[src/rtl/spi_arb_pkg.sv]
// Shared types and constants for the SPI master arbiter.
package spi_arb_pkg;

    // Arbiter controller states
    typedef enum logic [1:0] {
        IDLE  = 2'd0,
        ISSUE = 2'd1,
        BUSY  = 2'd2,
        GAP   = 2'd3
    } arb_state_e;

    // Slave-select codes decoded downstream into the individual ss_n lines
    localparam logic [2:0] SS_TRIG = 3'b000;
    localparam logic [2:0] SS_CH1  = 3'b001;
    localparam logic [2:0] SS_CH2  = 3'b010;
    localparam logic [2:0] SS_CH3  = 3'b011;
    localparam logic [2:0] SS_EEP  = 3'b100;
    localparam logic [2:0] SS_NONE = 3'b111;

    localparam int SPI_W = 16;
    localparam int SS_W  = 3;

    // Larger of two integers, used to size the shared cycle counter
    function automatic int max_int(input int a, input int b);
        return (a > b) ? a : b;
    endfunction

endpackage

[src/rtl/spi_arbiter_rr_pick.sv]
// Combinational round-robin picker: the first set request bit after the
// last-served index (wrapping modulo NREQ) wins.
module rr_pick #(
    parameter  int NREQ = 3,
    localparam int IDW  = $clog2(NREQ)
) (
    input  logic [NREQ-1:0] i_req,
    input  logic [IDW-1:0]  i_last,
    output logic [IDW-1:0]  o_win,
    output logic            o_any
);

    logic [IDW-1:0] w_idx;

    // Scan from farthest to nearest so the candidate closest to last+1 is written last and wins
    always_comb begin
        o_any = |i_req;
        o_win = '0;
        w_idx = '0;
        for (int k = NREQ; k >= 1; k--) begin
            w_idx = IDW'((int'(i_last) + k) % NREQ);
            o_win = i_req[w_idx] ? w_idx : o_win;
        end
    end

endmodule

[src/rtl/spi_arbiter.sv]
// Round-robin arbiter sharing one SPI master among NREQ requesters. Issues
// one 16-bit transaction at a time, enforces a chip-select guard gap and
// aborts a transfer whose SPI_done never arrives.
module spi_arbiter
    import spi_arb_pkg::*;
#(
    parameter  int NREQ       = 3,
    parameter  int GAP_CYCLES = 4,
    parameter  int TIMEOUT    = 1024,
    localparam int IDW        = $clog2(NREQ)
) (
    input  logic                  clk,
    input  logic                  rst_n,
    input  logic [NREQ-1:0]       req,
    input  logic [16*NREQ-1:0]    req_cmd,
    input  logic [3*NREQ-1:0]     req_ss,
    output logic [NREQ-1:0]       done,
    output logic                  err,
    output logic [SPI_W-1:0]      rd_data,
    output logic [IDW-1:0]        gnt_id,
    output logic                  busy,
    output logic                  wrt_SPI,
    output logic [SPI_W-1:0]      SPI_cmd,
    input  logic                  SPI_done,
    input  logic [SPI_W-1:0]      SPI_data_out,
    output logic [SS_W-1:0]       ss
);

    localparam int CNT_W = $clog2(max_int(TIMEOUT, GAP_CYCLES) + 1);
    localparam logic [CNT_W-1:0] TO_LAST  = CNT_W'(TIMEOUT - 1);
    // The IDLE cycle that follows GAP also has ss deasserted, so GAP itself
    // lasts GAP_CYCLES-1 cycles; with GAP_CYCLES==1 completion goes straight to IDLE.
    localparam logic [CNT_W-1:0] GAP_LAST = CNT_W'(GAP_CYCLES - 1);
    localparam arb_state_e AFTER_DONE     = (GAP_CYCLES > 1) ? GAP : IDLE;

    // State and registered outputs
    arb_state_e          r_state;
    logic [CNT_W-1:0]    r_cnt;
    logic [IDW-1:0]      r_last;
    logic [IDW-1:0]      r_gnt_id;
    logic [SPI_W-1:0]    r_spi_cmd;
    logic [SS_W-1:0]     r_ss;
    logic                r_wrt;
    logic [NREQ-1:0]     r_done;
    logic                r_err;
    logic [SPI_W-1:0]    r_rd_data;
    logic                r_busy;

    // Next-state values
    arb_state_e          w_state_nxt;
    logic [CNT_W-1:0]    w_cnt_nxt;
    logic [IDW-1:0]      w_last_nxt;
    logic [IDW-1:0]      w_gnt_nxt;
    logic [SPI_W-1:0]    w_cmd_nxt;
    logic [SS_W-1:0]     w_ss_nxt;
    logic                w_wrt_nxt;
    logic [NREQ-1:0]     w_done_nxt;
    logic                w_err_nxt;
    logic [SPI_W-1:0]    w_rd_nxt;
    logic                w_busy_nxt;

    logic [IDW-1:0]      w_win;
    logic                w_any;
    logic                w_timeout;
    logic [SPI_W-1:0]    w_cmd_arr [NREQ];
    logic [SS_W-1:0]     w_ss_arr  [NREQ];

    // Unpack the per-requester command and select fields
    for (genvar g = 0; g < NREQ; g++) begin : g_unpack
        assign w_cmd_arr[g] = req_cmd[SPI_W*g +: SPI_W];
        assign w_ss_arr[g]  = req_ss[SS_W*g +: SS_W];
    end

    rr_pick #(
        .NREQ (NREQ)
    ) u_rr_pick (
        .i_req  (req),
        .i_last (r_last),
        .o_win  (w_win),
        .o_any  (w_any)
    );

    assign w_timeout = (r_cnt == TO_LAST);

    // State register
    always_ff @(posedge clk or negedge rst_n) begin
        if (!rst_n) begin
            r_state <= IDLE;
        end else begin
            r_state <= w_state_nxt;
        end
    end

    // Next-state logic; SPI_done is only looked at in BUSY
    always_comb begin
        w_state_nxt = r_state;
        case (r_state)
            IDLE: begin
                if (w_any) begin
                    w_state_nxt = ISSUE;
                end else begin
                    w_state_nxt = IDLE;
                end
            end
            ISSUE: begin
                w_state_nxt = BUSY;
            end
            BUSY: begin
                if (SPI_done || w_timeout) begin
                    w_state_nxt = AFTER_DONE;
                end else begin
                    w_state_nxt = BUSY;
                end
            end
            GAP: begin
                if (r_cnt == GAP_LAST) begin
                    w_state_nxt = IDLE;
                end else begin
                    w_state_nxt = GAP;
                end
            end
            default: begin
                w_state_nxt = IDLE;
            end
        endcase
    end

    // Output/datapath next values; a real SPI_done wins over a coincident timeout
    always_comb begin
        w_cnt_nxt  = r_cnt;
        w_last_nxt = r_last;
        w_gnt_nxt  = r_gnt_id;
        w_cmd_nxt  = r_spi_cmd;
        w_ss_nxt   = r_ss;
        w_rd_nxt   = r_rd_data;
        w_wrt_nxt  = 1'b0;
        w_done_nxt = '0;
        w_err_nxt  = 1'b0;
        w_busy_nxt = (w_state_nxt != IDLE);
        case (r_state)
            IDLE: begin
                if (w_any) begin
                    w_cmd_nxt = w_cmd_arr[w_win];
                    w_ss_nxt  = w_ss_arr[w_win];
                    w_gnt_nxt = w_win;
                end else begin
                    w_ss_nxt  = SS_NONE;
                end
                w_cnt_nxt = '0;
            end
            ISSUE: begin
                w_wrt_nxt = 1'b1;
                w_cnt_nxt = '0;
            end
            BUSY: begin
                if (SPI_done) begin
                    w_rd_nxt   = SPI_data_out;
                    w_done_nxt = NREQ'(1'b1) << r_gnt_id;
                    w_last_nxt = r_gnt_id;
                    w_ss_nxt   = SS_NONE;
                    w_cnt_nxt  = CNT_W'(1);
                end else if (w_timeout) begin
                    w_done_nxt = NREQ'(1'b1) << r_gnt_id;
                    w_err_nxt  = 1'b1;
                    w_last_nxt = r_gnt_id;
                    w_ss_nxt   = SS_NONE;
                    w_cnt_nxt  = CNT_W'(1);
                end else begin
                    w_cnt_nxt  = r_cnt + CNT_W'(1);
                end
            end
            GAP: begin
                w_ss_nxt  = SS_NONE;
                w_cnt_nxt = r_cnt + CNT_W'(1);
            end
            default: begin
                w_ss_nxt  = SS_NONE;
                w_cnt_nxt = '0;
            end
        endcase
    end

    // Datapath and output registers; last starts at NREQ-1 so requester 0 wins first
    always_ff @(posedge clk or negedge rst_n) begin
        if (!rst_n) begin
            r_cnt     <= '0;
            r_last    <= IDW'(NREQ - 1);
            r_gnt_id  <= '0;
            r_spi_cmd <= '0;
            r_ss      <= SS_NONE;
            r_wrt     <= 1'b0;
            r_done    <= '0;
            r_err     <= 1'b0;
            r_rd_data <= '0;
            r_busy    <= 1'b0;
        end else begin
            r_cnt     <= w_cnt_nxt;
            r_last    <= w_last_nxt;
            r_gnt_id  <= w_gnt_nxt;
            r_spi_cmd <= w_cmd_nxt;
            r_ss      <= w_ss_nxt;
            r_wrt     <= w_wrt_nxt;
            r_done    <= w_done_nxt;
            r_err     <= w_err_nxt;
            r_rd_data <= w_rd_nxt;
            r_busy    <= w_busy_nxt;
        end
    end

    assign done    = r_done;
    assign err     = r_err;
    assign rd_data = r_rd_data;
    assign gnt_id  = r_gnt_id;
    assign busy    = r_busy;
    assign wrt_SPI = r_wrt;
    assign SPI_cmd = r_spi_cmd;
    assign ss      = r_ss;

endmodule

[config.mk]
export PLATFORM = sky130hd
export DESIGN_NAME = spi_arbiter
export DESIGN_NICKNAME = d
export VERILOG_FILES = /design/src/rtl/spi_arb_pkg.sv /design/src/rtl/spi_arbiter_rr_pick.sv /design/src/rtl/spi_arbiter.sv
export SDC_FILE = /design/constraint.sdc
export NUM_CORES = 1
export LEC_CHECK = 0
export ABC_AREA = 1
export BUFFER_PORTS_ARGS = -buffer_cell sky130_fd_sc_hd__buf_2
export CAP_MARGIN = 0
export CORE_ASPECT_RATIO = 2
export CORE_MARGIN = 2
export CORE_UTILIZATION = 50
export DETAILED_ROUTE_END_ITERATION = 10
export PLACE_DENSITY = 0.8
export SLEW_MARGIN = 10
export SYNTH_ARGS = -nofsm -noshare
export SYNTH_HDL_FRONTEND = slang
export SYNTH_SLANG_ARGS = --single-unit
[constraint.sdc]
create_clock -name clk -period 3.23 [get_ports clk]
set_input_delay 0.1615 -clock clk [delete_from_list [all_inputs] [get_ports clk]]
set_output_delay 0.1615 -clock clk [all_outputs]
set_load 0.01 [all_outputs]
==> results_dict.tcl <==
set metrics [dict create \
    status "finished with violations" \
    violations "hold timing" \
    grt_usage 0.250 \
    fin_area_sq_mm 0.00413 \
    drive_gt1_frac 0.363 \
    viasPerCell 4.96 \
    slew-limit-headroom 0.386 \
    grt_max_degree 43 \
    clkLatencyLatePin_ns 0.32 \
    final_max_slew_viol_count 0 \
    vias 2960 \
    rsz0062_at_grt "no" \
    rows 40 \
    yosysMostFrequentCell "nand2_1" \
    path_class "register to register" \
    ioPinCount 122 \
    fin_nets 592 \
    holdWs_ns -0.0318 \
    fill_cells 503 \
    placed_cell_area_sq_mm 0.00379 \
    start_util 0.518 \
    wl_um 8020 \
    drc 0 \
    p_leak_nw 2.26 \
    core_area_sq_mm 0.00606 \
    ys_seq_elements 58 \
    dp_cells 581 \
    grt_pass1_wl_um 12900 \
    hold_path.class "input pin to asynchronous set/reset pin" \
    clock-sinks 58 \
    fin_setup_tns_ns 0 \
    wl_per_cell_um 13.4 \
    htree_levels 3 \
    ctsResizeCount 0 \
    cap_violations 0 \
    setup_viol 0 \
    cts_setup_buffers 0 \
    yosysWarnings 0 \
    place.gp.congestion 0.893 \
    syn_area_sq_mm 0.00313 \
    cts.path.max_buffers 2 \
    regArea_sq_mm 0.00146 \
    antenna_found_initial 0 \
    syn_inst 382 \
    final.setup_skew_ns 0.00461 \
    cp-end-kind "register" \
    cp_max_fo 32 \
    powerDensity_mw_per_mm2 1050 \
    yosysSeqAreaShare 0.465 \
    hold_viol_final 37 \
    stdcell_count 597 \
    fp.dieH_um 116 \
    synthTopCellsByArea "dfrtp_1, nand2_1, inv_1" \
    grt_pass1_vias 2905 \
    fin_crit_sh 0.651 \
    diodes 0 \
    synth_edf_count 0 \
    synth_cell_type_count 31 \
    ys_async_sr_fraction 1.00 \
    cts_tree "done" \
    drt_first_pass_iters 4 \
    portBuffers 121 \
    dr.first_iter.drc_count 151 \
    max-vdd-ir-drop_mv 0.743 \
    cts_made_buffers 9 \
    synth_top_area_cell "dfrtp_1" \
    power_mw 4.32 \
    multiInputGateArea_sq_mm 0.00141 \
    synth_ff_type "dfrtp_1" \
    synth_common_cells "nand2_1, dfrtp_1, inv_1" \
    dieArea_sq_mm 0.00696 \
    avgSynthCellArea_sq_um 8.20 \
    cts.clk_slew.worst_paths_ns 0.05 \
    cp-start-kind "register" \
    ctsHoldBuffers 0 \
    ant_nets 0 \
    dp_hpwl_um 5890 \
    yosys.area.top_type_share 0.431 \
    root_buffer "clkbuf_16" \
    crit_required_ns 3.44 \
    critPathArrivalTime_ns 2.31 \
    worst_slew_pin_slew_ns 0.920 \
    syn2layout_area_growth_pct 31.7 \
    syn_nets 466 \
    min_period_ns 2.10 \
    fmax_mhz 476 \
    die_x_um 60.0 \
    globalRouteOverflowTotal 0 \
]
-- per-stage QoR --
step                      utilization  worst slack, ns  hold WS [ns]
after global placement          0.626             1.24         0.347
after floorplan                     -             1.39        -0.134
after detailed placement        0.626             1.16         0.351
after CTS                       0.682             1.15       0.00162
final                           0.682             1.13       -0.0318
after global routing            0.682            0.918        0.0591
-- logic make-up after synthesis --
family,count (synthesis),synth area share
compound gates,31,0.0647
xor+xnor,5,0.0140
fa+ha+maj,5,0.0200
buf+inv,61,0.0866
flops,58,0.465
mux,16,0.0575
simple gates,206,0.293
-- path summary, 6_finish.rpt --
check / startpoint / endpoint / slack [ns] / depth (start not counted)
setup / recovery: r_last[1]$_DFFE_PN1P_ / SPI_cmd[7]$_DFFE_PN0P_ / 1.13 / 9
hold / removal: rst_n / r_cnt[2]$_DFF_PN0_ / -0.03 / 1
setup reg to reg: r_last[1]$_DFFE_PN1P_ / SPI_cmd[7]$_DFFE_PN0P_ / 1.13 / 9
hold reg to reg: gnt_id[1]$_DFFE_PN0P_ / done[0]$_DFF_PN0_ / 0.47 / 1
max in group asynchronous: rst_n / rd_data[4]$_DFFE_PN0P_ / 2.48 / 2
min in group clk: req_cmd[36] / SPI_cmd[4]$_DFFE_PN0P_ / 0.06 / 3
-- registers in the layout, summed over array words and instances (netlist names) --
signal and count:
SPI_cmd 16, busy 1, done 3, err 1
gnt_id 2, r_cnt 11, r_last 2, r_state 2
rd_data 16, ss 3, wrt_SPI 1
-- worst max-delay path: stages, from the launching register on --
cell,delay [ns]
dfstp_2,0.55
ha_1,0.27
inv_2,0.11
nand2_1,0.08
nand3_1,0.09
nand3_1,0.26
nand2_4,0.38
nand2_1,0.09
nand2_1,0.08
o21bai_1,0.06
-- placed cells by master, fill, tap and decap left out, drive strengths merged --
| cell type | netlist | final |
|---|---|---|
| nor4 | 2 | 2 |
| nor2 | 41 | 41 |
| xnor2 | 2 | 2 |
| buf | 7 | 122 |
| xor2 | 3 | 3 |
| clkbuf | 0 | 12 |
| nand3b | 1 | 1 |
| nor3 | 6 | 6 |
| bufinv | 0 | 2 |
| ha | 5 | 5 |
| a21oi | 7 | 7 |
| clkinvlp | 0 | 1 |
| mux2 | 16 | 16 |
| o21bai | 14 | 14 |
| nor3b | 2 | 2 |
| nand2 | 124 | 124 |
| inv | 53 | 53 |
| o21ai | 8 | 8 |
| dfstp | 4 | 4 |
| dfrtp | 54 | 54 |
| nand3 | 28 | 28 |
| nand4 | 2 | 2 |
| o211ai | 2 | 2 |
| clkinv | 1 | 2 |
-- final cells by class --
| class | instances | area share |
|---|---|---|
| Sequential cell | 58 | 0.353 |
| Clock inverter | 4 | 0.0176 |
| Inverter | 54 | 0.0503 |
| Timing Repair Buffer | 122 | 0.149 |
| Tap cell | 84 | 0.0255 |
| Clock buffer | 12 | 0.0646 |
| Multi-Input combinational cell | 263 | 0.341 |
-- metal layers --
metal / wire, um / GRT usage / part of all wire / vias up
met5: 0 / 0 / 0 / -
met4: 380 / 0.148 / 0.047 / 0
met3: 371 / 0.0580 / 0.046 / 33
met2: 4390 / 0.422 / 0.55 / 117
met1: 2880 / 0.275 / 0.36 / 1360
li1: - / - / - / 1450
-- report_power, final --
group | internal [mW] | leakage [nW] | switching, mW
Clock | 0.736 | 0.165 | 0.325
Sequential | 1.03 | 0.716 | 0.178
Combinational | 0.766 | 1.38 | 1.29
Total | 2.53 | 2.26 | 1.79
Note: power is estimated with default switching activity, not from simulation.
